**src/rtl/axis_pkg.sv**
```systemverilog
// axis_pkg: shared stream-mux definitions
// Contents: default tdata width and the packet-lock state encoding.
package axis_pkg;
  localparam int DEF_DATA_W = 8;
  typedef enum logic [1:0] {IDLE, LOCK0, LOCK1} state_e;
endpackage

```
**src/rtl/axis_skid_buffer.sv**
```systemverilog
// axis_skid_buffer: two-entry registered stream buffer (main + skid) with registered ready
// Ports:
//   aclk/aresetn        clock, synchronous active-low reset
//   i_valid/i_data      upstream beat offered (taken only while o_ready=1)
//   o_ready             registered "skid entry empty"
//   o_valid/o_data      main register contents
//   i_ready             downstream ready
module axis_skid_buffer
  import axis_pkg::*;
#(
  parameter int W = DEF_DATA_W + 1
) (
  input  logic         aclk,
  input  logic         aresetn,
  input  logic         i_valid,
  input  logic [W-1:0] i_data,
  output logic         o_ready,
  output logic         o_valid,
  output logic [W-1:0] o_data,
  input  logic         i_ready
);
  logic         r_main_valid, r_skid_valid, r_ready;
  logic [W-1:0] r_main_data, r_skid_data;
  logic         w_acc, w_xfer, w_load;
  logic         w_main_valid_n, w_skid_valid_n;
  logic [W-1:0] w_main_data_n, w_skid_data_n;
  assign w_acc  = i_valid && r_ready;
  assign w_xfer = r_main_valid && i_ready;
  // main register can take a new beat only when nothing waits in skid
  assign w_load = !r_skid_valid && (w_xfer || !r_main_valid);
  always_comb begin
    w_main_valid_n = r_skid_valid ? 1'b1 : (w_load ? w_acc : r_main_valid);
    w_main_data_n  = (r_skid_valid && w_xfer) ? r_skid_data :
                     (w_load && w_acc) ? i_data : r_main_data;
    w_skid_valid_n = r_skid_valid ? !w_xfer : (!w_load && w_acc);
    w_skid_data_n  = (!r_skid_valid && !w_load && w_acc) ? i_data : r_skid_data;
  end
  always_ff @(posedge aclk) begin
    if (!aresetn) begin
      r_main_valid <= 1'b0;
      r_skid_valid <= 1'b0;
      r_main_data  <= '0;
      r_skid_data  <= '0;
      r_ready      <= 1'b0;
    end else begin
      r_main_valid <= w_main_valid_n;
      r_skid_valid <= w_skid_valid_n;
      r_main_data  <= w_main_data_n;
      r_skid_data  <= w_skid_data_n;
      r_ready      <= !w_skid_valid_n;
    end
  end
  assign o_ready = r_ready;
  assign o_valid = r_main_valid;
  assign o_data  = r_main_data;
endmodule

```
**src/rtl/axi_mux.sv**
```systemverilog
// axi_mux: two-input packet-aware AXI-Stream mux with registered skid-buffer output
// Ports:
//   aclk/aresetn                     clock, synchronous active-low reset
//   s_axis_{tdata,tvalid,tlast}_0/1  upstream sources
//   sel                              requested source, honoured only between packets
//   m_axis_tready                    ready back to the active source
//   s_axis_tready                    ready from the downstream sink
//   m_axis_{tdata,tvalid,tlast}      downstream beat
module axi_mux
  import axis_pkg::*;
#(
  parameter int DATA_W = DEF_DATA_W
) (
  input  logic              aclk,
  input  logic              aresetn,
  input  logic [DATA_W-1:0] s_axis_tdata_0,
  input  logic              s_axis_tvalid_0,
  input  logic              s_axis_tlast_0,
  input  logic [DATA_W-1:0] s_axis_tdata_1,
  input  logic              s_axis_tvalid_1,
  input  logic              s_axis_tlast_1,
  input  logic              sel,
  output logic              m_axis_tready,
  input  logic              s_axis_tready,
  output logic [DATA_W-1:0] m_axis_tdata,
  output logic              m_axis_tvalid,
  output logic              m_axis_tlast
);
  state_e            r_state, w_state_n;
  logic              w_active, w_valid, w_last, w_accept;
  logic [DATA_W-1:0] w_data;
  logic [DATA_W:0]   w_out;
  assign w_active = (r_state == IDLE) ? sel : (r_state == LOCK1);
  assign w_valid  = w_active ? s_axis_tvalid_1 : s_axis_tvalid_0;
  assign w_data   = w_active ? s_axis_tdata_1  : s_axis_tdata_0;
  assign w_last   = w_active ? s_axis_tlast_1  : s_axis_tlast_0;
  assign w_accept = w_valid && m_axis_tready;
  // a non-last beat locks onto the source that supplied it until its tlast is taken
  always_comb begin
    w_state_n = r_state;
    if (w_accept) w_state_n = w_last ? IDLE : (w_active ? LOCK1 : LOCK0);
  end
  always_ff @(posedge aclk) r_state <= !aresetn ? IDLE : w_state_n;
  axis_skid_buffer #(.W(DATA_W + 1)) u_skid (
    .aclk    (aclk),
    .aresetn (aresetn),
    .i_valid (w_valid),
    .i_data  ({w_last, w_data}),
    .o_ready (m_axis_tready),
    .o_valid (m_axis_tvalid),
    .o_data  (w_out),
    .i_ready (s_axis_tready)
  );
  assign m_axis_tlast = w_out[DATA_W];
  assign m_axis_tdata = w_out[DATA_W-1:0];
endmodule

```
**config.mk**
```make
export PLATFORM = sky130hd
export DESIGN_NAME = axi_mux
export DESIGN_NICKNAME = d
export VERILOG_FILES = /design/src/rtl/axis_pkg.sv /design/src/rtl/axis_skid_buffer.sv /design/src/rtl/axi_mux.sv
export SDC_FILE = /design/constraint.sdc
export NUM_CORES = 1
export LEC_CHECK = 0
export BUFFER_PORTS_ARGS = -buffer_cell sky130_fd_sc_hd__clkbuf_2
export CORE_MARGIN = 3
export CORE_UTILIZATION = 54
export CTS_BUF_LIST = sky130_fd_sc_hd__clkbuf_4 sky130_fd_sc_hd__clkbuf_8 sky130_fd_sc_hd__clkbuf_16
export DETAILED_ROUTE_END_ITERATION = 6
export PLACE_DENSITY_LB_ADDON = 0.08
export RECOVER_POWER = 25
export REMOVE_ABC_BUFFERS = 1
export SLEW_MARGIN = 15
export SYNTH_ARGS = -nofsm -noshare
export SYNTH_HDL_FRONTEND = slang
export SYNTH_HIERARCHICAL = 1
export SYNTH_SLANG_ARGS = --single-unit
export TNS_END_PERCENT = 5
```
**constraint.sdc**
```tcl
create_clock -name aclk -period 4.2 [get_ports aclk]
set_clock_uncertainty 0.2 [all_clocks]
set_input_delay 0.21 -clock aclk [delete_from_list [all_inputs] [get_ports aclk]]
set_output_delay 0.21 -clock aclk [all_outputs]
set_load 0.01 [all_outputs]
```
==> impl_metrics.ini, run 1 <==
[synthesis]
synthArstFlopShare = 0
ys_seq_area_frac = 0.382
syn_avg_cell_area_um2 = 9.13
synth-main-ff-cell = dfxtp_1
yosysTopAreaCell = dfxtp_1
netlist_area_mm2 = 0.00120
synthCells = 132
yosys-top-cells-area = dfxtp_1 38%, a311oi_2 11%, mux2_2 9.3%
yosys_warnings = 6
synth_top_area_frac = 0.382
synth.distinct_cells = 29
synth_seq_cells = 23
synth_edf_count = 0

[clocking]
clock_latency_ns = 0.31
numClockSinks = 23
cts_max_level = 1
postCtsResizedCells = 0
post-cts-setup-buffers = 0
cts_buffer_depth = 2
cts_root_buf = clkbuf_4
clkTransAtPathRegs_ns = 0.13
cts_tree = built
cts_buffers = 3

[floorplanning]
dieArea_mm2 = 0.00283
start_util = 0.590
num_rows = 16
die_h_um = 53.2
dieWidth_um = 53.2
io_pins = 35
core_area_mm2 = 0.00204

[power_and_ir_drop]
total_power_uw = 455
p_leak_nw = 0.536
peakVddDrop_uv = 247
p_per_area_mw_per_mm2 = 321

[worst_setup_path]
crit_chain = o21bai_4 > mux2_2 > a21o_1 > and3_4 > a311oi_2
r2r-start = r_state[1]$_SDFFE_PN0P_
critPathMaxStageDelay_ns = 0.42
reg2reg_to = u_skid/o_data[7]$_SDFFE_PN0P_
reg2reg_depth = 5
worstPathMaxFanout = 12
setup.worst_path.start_class = flop
crit_path_top_delay_cell = mux2_2
critPathArrivalTime_ns = 2.21
required_ns = 4.22
cp_num_buf_inv = 0
worstSetupPathType = reg -> reg
cp-end-kind = flop
critical_path_depth = 5
r2r_slack_ns = 2.01
critPathTopFamily = compound AO/OA/AOI/OAI gates

[global_route]
grt-ovfl-total = 0
antenna_found_initial = 0
track_usage = 0.224
grt_max_degree = 21
grt_pass1_vias = 1033
grt_pass1_wl_um = 4730

[timing]
hold_viol = 0
worst_pin_slew_ns = 0.759
final.setup.tns_ns = 0
fmax_mhz = 456
fin_crit_sh = 0.522
rsz0062_at_grt = no
drv_slew = 0
layout_min_cycle_time_ns = 2.19
setup_viol = 0
fin_ws_ns = 2.01
relSlewSlack = 0.494

[cells_and_area]
num_antenna_cells = 0
fin_nets = 190
fin_cells = 192
final_util = 0.694
drive_gt1_frac = 0.309
final_cell_mix = 26 x clkbuf_2, 23 x dfxtp_1, 21 x nand2_1
synthToLayoutAreaGrowth_pct = 17.7
final_common_cell = clkbuf_2

[worst_hold_path]
hp-class = in -> reg
hold_depth = 3
hp-start = s_axis_tready
min_to = u_skid/o_ready$_SDFF_PN0_

[run]
maxCapViolations = 0

[place]
dp_slack_ns = 2.07
gp_congestion = 0.787
place_inst = 183
dp.final_hpwl_um = 2140
portBuffers = 34

[drt]
wire_per_inst_um = 15.3
drt-total-wl_um = 2940
drt_iter0_drc = 47
ant_nets = 0
dr.pass1.iters = 5
num_vias = 1147
viasPerCell = 5.97
route.detailed.drc = 0

[status]
status = finished clean
==> Yosys cell counts, types with 2 or more instances <==
library cell and n:
a31oi_1 10, o21ai_0 9, buf_6 2, a311oi_2 9, nand3_1 10, nand2_1 21
nand2b_1 2, clkbuf_1 3, nand4b_1 2, a21oi_1 11, dfxtp_1 23, mux2_2 10
buf_2 3, inv_1 2
==> sequential cells by signal (all words and copies together) (netlist names) <==
register	cells
u_skid/o_data	9
u_skid/r_skid_valid	1
u_skid/o_ready	1
u_skid/o_valid	1
r_state	2
u_skid/r_skid_data	9
==> worst register-to-register path: stages (launching register included) <==
cell,delay (ns)
dfxtp_1,0.36
o21bai_4,0.34
mux2_2,0.42
a21o_1,0.31
and3_4,0.26
a311oi_2,0.21
==> power breakdown <==
group | internal [mW] | switching, mW
Combinational | 0.0474 | 0.0549
Clock | 0.0435 | 0.0662
Sequential | 0.232 | 0.0111
==> per-layer routing <==
| metal | GRT usage | part of all wire | wire length [um] |
|---|---|---|---|
| met5 | 0 | 0 | 0 |
| met4 | 0.0681 | 0.0048 | 14 |
| met3 | 0.0366 | 0.053 | 157 |
| met2 | 0.339 | 0.49 | 1440 |
| met1 | 0.320 | 0.45 | 1320 |
==> cell families (layout without fill, tap and decap cells) <==
kind of cell / after synthesis / count (layout) / synth area share
mux: 11 / 11 / 0.102
compound gates: 43 / 43 / 0.280
buf+inv: 13 / 46 / 0.0602
flops: 23 / 23 / 0.382
simple gates: 42 / 42 / 0.176
==> how the worst max path moves through the flow <==
| stage | startpoint | end | slack (ns) |
|---|---|---|---|
| floorplan | r_state[1]$_SDFFE_PN0P_ | u_skid/o_data[0]$_SDFFE_PN0P_ | 2.26 |
| global placement | r_state[1]$_SDFFE_PN0P_ | u_skid/o_data[6]$_SDFFE_PN0P_ | 2.13 |
| detailed placement | r_state[1]$_SDFFE_PN0P_ | u_skid/o_data[0]$_SDFFE_PN0P_ | 2.07 |
| CTS | r_state[1]$_SDFFE_PN0P_ | u_skid/o_data[0]$_SDFFE_PN0P_ | 2.03 |
| global route | r_state[1]$_SDFFE_PN0P_ | u_skid/o_data[7]$_SDFFE_PN0P_ | 1.92 |
| finish | r_state[1]$_SDFFE_PN0P_ | u_skid/o_data[7]$_SDFFE_PN0P_ | 2.01 |
==> layout make-up <==
type | instances | area (um^2)
inverter | 3 | 11.3
timing repair buffer | 39 | 210
tap | 27 | 33.8
sequential | 23 | 460
multi-input combinational | 96 | 672
clock buffer | 4 | 30.0
fill | 184 | 624
==> timing repair <==
| action | 4_1_cts | 5_1_grt |
|---|---|---|
| setup endpoints to repair | 0 | 0 |
| endpoints found under the hold margin | 3 | 0 |
| hold buffers | 5 | 0 |
==> metrics by stage <==
step	hold WS, ns	cell area (um^2)
after CTS	0.00415	1430
after global placement	0.260	1350
after floorplan	0.132	1140
final	0.00982	1420
after global routing	0.0579	1420
after detailed placement	0.270	1350
(Power assumes the default switching activity.)
==> run 2, diff against run 1 <==
--- a/config.mk
+++ b/config.mk
@@ -7,7 +7,7 @@
 export LEC_CHECK = 0
 export BUFFER_PORTS_ARGS = -buffer_cell sky130_fd_sc_hd__clkbuf_2
 export CORE_MARGIN = 3
-export CORE_UTILIZATION = 54
+export CORE_UTILIZATION = 50
 export CTS_BUF_LIST = sky130_fd_sc_hd__clkbuf_4 sky130_fd_sc_hd__clkbuf_8 sky130_fd_sc_hd__clkbuf_16
 export DETAILED_ROUTE_END_ITERATION = 6
 export PLACE_DENSITY_LB_ADDON = 0.08
==> constraint.sdc (replaced) <==
create_clock -name aclk -period 2.2 [get_ports aclk]
set_clock_uncertainty 0.2 [all_clocks]
set_input_delay 0.11 -clock aclk [delete_from_list [all_inputs] [get_ports aclk]]
set_output_delay 0.11 -clock aclk [all_outputs]
set_load 0.01 [all_outputs]
==> impl_metrics.ini, run 2 (same netlist as run 1, synthesis figures left out) <==
[status]
status = finished clean

[clocking]
cts_buffers = 3
cts_tree = built
post-cts-setup-buffers = 0
numClockSinks = 23
cts_buffer_depth = 2
cts_root_buf = clkbuf_4
cts_max_level = 1
clock_latency_ns = 0.32
clkTransAtPathRegs_ns = 0.14

[floorplanning]
dieArea_mm2 = 0.00303
core_area_mm2 = 0.00225
die_h_um = 55.1
dieWidth_um = 55.1
num_rows = 17
io_pins = 35
start_util = 0.534

[timing]
setup_viol = 0
drv_slew = 0
layout_min_cycle_time_ns = 2.13
relSlewSlack = 0.484
final.setup.tns_ns = 0
fin_crit_sh = 0.966
worst_pin_slew_ns = 0.773
fmax_mhz = 471
rsz0062_at_grt = no
fin_ws_ns = 0.0748
hold_viol = 0

[global_route]
grt_pass1_vias = 952
met1_usage = 0.291
grtUsageMet2 = 0.315
antenna_found_initial = 0
busiest_layer = met2
track_usage = 0.204
grt_pass1_wl_um = 4440
grtUsageMet3 = 0.0241
grt_max_degree = 21
grt-ovfl-total = 0

[place]
gp_congestion = 0.751
portBuffers = 34
dp.final_hpwl_um = 2130
dp_slack_ns = 0.269

[worst_setup_path]
setup.worst_path.start_class = flop
crit_chain = o21bai_4 > mux2_4 > a31oi_1 > a21oi_1 > and2_1 > dlygate4sd3_1
crit_path_top_delay_cell = dlygate4sd3_1
worstPathMaxFanout = 4
required_ns = 2.21
critPathArrivalTime_ns = 2.14
critPathTopFamily = buffers and inverters
critPathMaxStageDelay_ns = 0.54
cp_num_buf_inv = 1
cp-end-kind = flop
worstSetupPathType = reg -> reg

[drt]
route.detailed.drc = 0
viasPerCell = 5.58
num_vias = 1111
drt-total-wl_um = 2980
drt_iter0_drc = 52
wire_per_inst_um = 15.0
dr.pass1.iters = 4
ant_nets = 0

[cells_and_area]
num-fill-cells = 198
num_antenna_cells = 0
final_common_cell = clkbuf_2
drive_gt1_frac = 0.333
fin_nets = 196
synthToLayoutAreaGrowth_pct = 23.3
final_cell_mix = 26 x clkbuf_2, 21 x nand2_1, 20 x dfxtp_1

[power_and_ir_drop]
internal_power_uw = 609
p_leak_nw = 0.569
pwr-share-comb = 0.237
clkPwrFrac = 0.233
p_per_area_mw_per_mm2 = 587
peakVddDrop_uv = 346
power_frac_seq = 0.531
swShare = 0.301
p_sw_uw = 262

[worst_hold_path]
hp-class = in -> reg

[run]
maxCapViolations = 0
-- run 2: repair_timing --
item                                   CTS  global route
gates resized for setup                  0             5
hold buffers                             9             0
setup endpoints to repair                0             2
endpoints found under the hold margin    4             0
-- run 2: area by class of cell --
type                            count  area (um^2)  area share
Sequential cell                    23          464       0.313
Multi-Input combinational cell     96          682       0.459
Clock inverter                      1         5.00     0.00337
Tap cell                           28         35.0      0.0236
Inverter                            3         11.3     0.00758
Timing Repair Buffer               45          265       0.179
Clock buffer                        3         22.5      0.0152
-- run 2: worst paths after layout --
kind / startpoint / end / slack, ns / depth (start not counted)
hold / removal: s_axis_tdata_0[4] / u_skid/r_skid_data[4]$_SDFFE_PN0P_ / 0.02 / 4
setup / recovery: r_state[0]$_SDFFE_PN0P_ / u_skid/r_skid_valid$_SDFF_PN0_ / 0.07 / 6
setup reg to reg: r_state[0]$_SDFFE_PN0P_ / u_skid/r_skid_valid$_SDFF_PN0_ / 0.07 / 6
hold reg to reg: u_skid/r_skid_data[7]$_SDFFE_PN0P_ / u_skid/r_skid_data[7]$_SDFFE_PN0P_ / 0.29 / 2
-- run 2: per-layer routing --
| layer | vias up | part of all wire |
|---|---|---|
| li1 | 567 | - |
| met1 | 513 | 0.48 |
| met2 | 31 | 0.48 |
| met3 | 0 | 0.045 |
| met4 | 0 | 0 |
| met5 | - | 0 |
-- run 2: worst register-to-register path: stages (launching register included) --
cell	delay, ns
dfxtp_2	0.36
o21bai_4	0.17
mux2_4	0.32
a31oi_1	0.20
a21oi_1	0.08
and2_1	0.17
dlygate4sd3_1	0.54
-- run 2: through the flow --
step | cells | total power [mW] | hold WS, ns | cell area, um^2 | utilization
3_3_place_gp | 186 | 0.662 | 0.183 | 1360 | 0.605
5_1_grt | 199 | 0.911 | 0.0536 | 1490 | 0.659
3_5_place_dp | 186 | 0.666 | 0.195 | 1360 | 0.605
4_1_cts | 199 | 0.877 | 0.0161 | 1480 | 0.657
2_1_floorplan | 122 | 0.594 | 0.0317 | 1140 | -
6_report | 199 | 0.871 | 0.0215 | 1490 | 0.659
-- run 2: power groups by stage --
stage	combinational (mW)	clock, mW	sequential [mW]
final	0.206	0.203	0.462
after global routing	0.225	0.220	0.466
after CTS	0.206	0.210	0.462
after detailed placement	0.195	0	0.471
after global placement	0.192	0	0.470
after floorplan	0.116	0	0.479
==> run 3, diff against run 2 <==
--- a/config.mk
+++ b/config.mk
@@ -5,11 +5,12 @@
 export SDC_FILE = /design/constraint.sdc
 export NUM_CORES = 1
 export LEC_CHECK = 0
-export BUFFER_PORTS_ARGS = -buffer_cell sky130_fd_sc_hd__clkbuf_2
+export BUFFER_PORTS_ARGS = -buffer_cell sky130_fd_sc_hd__buf_2
 export CORE_MARGIN = 3
 export CORE_UTILIZATION = 50
 export CTS_BUF_LIST = sky130_fd_sc_hd__clkbuf_4 sky130_fd_sc_hd__clkbuf_8 sky130_fd_sc_hd__clkbuf_16
 export DETAILED_ROUTE_END_ITERATION = 6
+export MAX_ROUTING_LAYER = met4
 export PLACE_DENSITY_LB_ADDON = 0.08
 export RECOVER_POWER = 25
 export REMOVE_ABC_BUFFERS = 1
==> impl_metrics.ini, run 3 (same netlist as run 1, synthesis figures left out) <==
[status]
status = finished clean

[drt]
ant_nets = 0
num_vias = 1155
route.detailed.drc = 0
drt_iter0_drc = 76
wire_per_inst_um = 15.7
drt-total-wl_um = 3140
viasPerCell = 5.78
dr.pass1.iters = 4

[cells_and_area]
fin_cells = 200
drive_gt1_frac = 0.331
final_common_cell = buf_2
fin_nets = 197
num-fill-cells = 215
final_cell_mix = 26 x buf_2, 21 x nand2_1, 20 x dfxtp_1
synthToLayoutAreaGrowth_pct = 23.4
num_antenna_cells = 0

[power_and_ir_drop]
p_per_area_mw_per_mm2 = 586
peakVddDrop_uv = 409
p_sw_uw = 262
internal_power_uw = 610
total_power_uw = 872
swShare = 0.301
clkPwrFrac = 0.231
power_frac_seq = 0.531
p_leak_nw = 0.569
pwr-share-comb = 0.238

[worst_setup_path]
critPathArrivalTime_ns = 2.17
r2r-start = r_state[0]$_SDFFE_PN0P_
cp-end-kind = flop
reg2reg_depth = 5
worstPathMaxFanout = 11
startpoint = r_state[0]$_SDFFE_PN0P_
setup.worst_path.start_class = flop
worstSetupPathType = reg -> reg
crit_chain = o21bai_4 > buf_4 > or3b_1 > dlygate4sd3_1 > a21boi_1
required_ns = 2.24
critPathMaxStageDelay_ns = 0.57
r2r_slack_ns = 0.06
crit_path_top_delay_cell = dlygate4sd3_1
reg2reg_to = r_state[0]$_SDFFE_PN0P_

[timing]
drv_slew = 0
relSlewSlack = 0.479
fmax_mhz = 468
final.setup.tns_ns = 0
layout_min_cycle_time_ns = 2.14
setup_viol = 0
fin_ws_ns = 0.0636
rsz0062_at_grt = no
hold_viol = 0
fin_crit_sh = 0.971
worst_pin_slew_ns = 0.781

[place]
gp_congestion = 0.765
dp.final_hpwl_um = 2110
portBuffers = 34
place_inst = 186
dp_slack_ns = 0.258

[floorplanning]
core_area_mm2 = 0.00225
dieArea_mm2 = 0.00303
io_pins = 35
num_rows = 17
dieWidth_um = 55.1
start_util = 0.534
die_h_um = 55.1

[worst_hold_path]
hp-start = s_axis_tdata_0[6]
hold_depth = 4
min_to = u_skid/r_skid_data[6]$_SDFFE_PN0P_
hp-class = in -> reg

[global_route]
grt_pass1_wl_um = 4800
antenna_found_initial = 0
track_usage = 0.229
grt_max_degree = 21
grt_pass1_vias = 986
grt-ovfl-total = 0

[clocking]
cts_root_buf = clkbuf_4
cts_buffer_depth = 2
cts_tree = built
clock_latency_ns = 0.32
cts_max_level = 1
clkTransAtPathRegs_ns = 0.13
numClockSinks = 23
cts_buffers = 3

[run]
maxCapViolations = 0
## run 3: cell count changes in the layout (fill, tap and decap cells not counted), sizes merged
cell,previous run,this run
buf,2,29
clkbuf,37,11
## run 3: worst max-delay path, delay by kind of cell, from the launching register on
| family | cells | cell delay, ns |
|---|---|---|
| flops | 1 | 0.37 |
| compound gates | 2 | 0.31 |
| buf+inv | 2 | 0.79 |
| simple gates | 1 | 0.38 |
## run 3: final cells by class
| type | count | area (um^2) | area share |
|---|---|---|---|
| Inverter | 3 | 11.3 | 0.00758 |
| Clock buffer | 3 | 22.5 | 0.0152 |
| Sequential cell | 23 | 464 | 0.312 |
| Clock inverter | 1 | 5.00 | 0.00337 |
| Timing Repair Buffer | 46 | 273 | 0.184 |
| Multi-Input combinational cell | 96 | 676 | 0.455 |
| Tap cell | 28 | 35.0 | 0.0236 |
## run 3: how the worst max path moves through the flow
stage               slack [ns]                             end
floorplan                 0.26   u_skid/o_data[0]$_SDFFE_PN0P_
global placement          0.33   u_skid/o_data[7]$_SDFFE_PN0P_
detailed placement        0.26   u_skid/o_data[4]$_SDFFE_PN0P_
CTS                       0.03  u_skid/r_skid_valid$_SDFF_PN0_
global route              0.02  u_skid/r_skid_valid$_SDFF_PN0_
finish                    0.06         r_state[0]$_SDFFE_PN0P_
## run 3: per-layer routing
metal  wire length [um]  vias up  track usage
met1               1350      537        0.305
met3                206        5       0.0268
met2               1540       45        0.354
met4                 48        0       0.0850
li1                   -      568            -
met5                  0        -            -
## run 3: what timing repair did
action | in CTS | in global routing
endpoints found under the hold margin | 4 | 0
setup buffers | 0 | 1
endpoints found under the setup margin | 0 | 3
gates resized for setup | 0 | 4
hold buffers | 9 | 0
## run 3: power by group through the flow
stage	clock (mW)	combinational (mW)	sequential [mW]
after floorplan	0	0.116	0.479
after global placement	0	0.192	0.469
after detailed placement	0	0.195	0.470
after CTS	0.207	0.206	0.461
after global routing	0.223	0.227	0.467
final	0.201	0.207	0.463
## run 3: metrics by stage
step	hold WS (ns)	utilization	cell area (um^2)
after CTS	0.0195	0.657	1480
after global placement	0.182	0.605	1360
after detailed placement	0.189	0.605	1360
final	0.0214	0.659	1490
after global routing	0.0402	0.659	1490
after floorplan	0.0317	-	1140
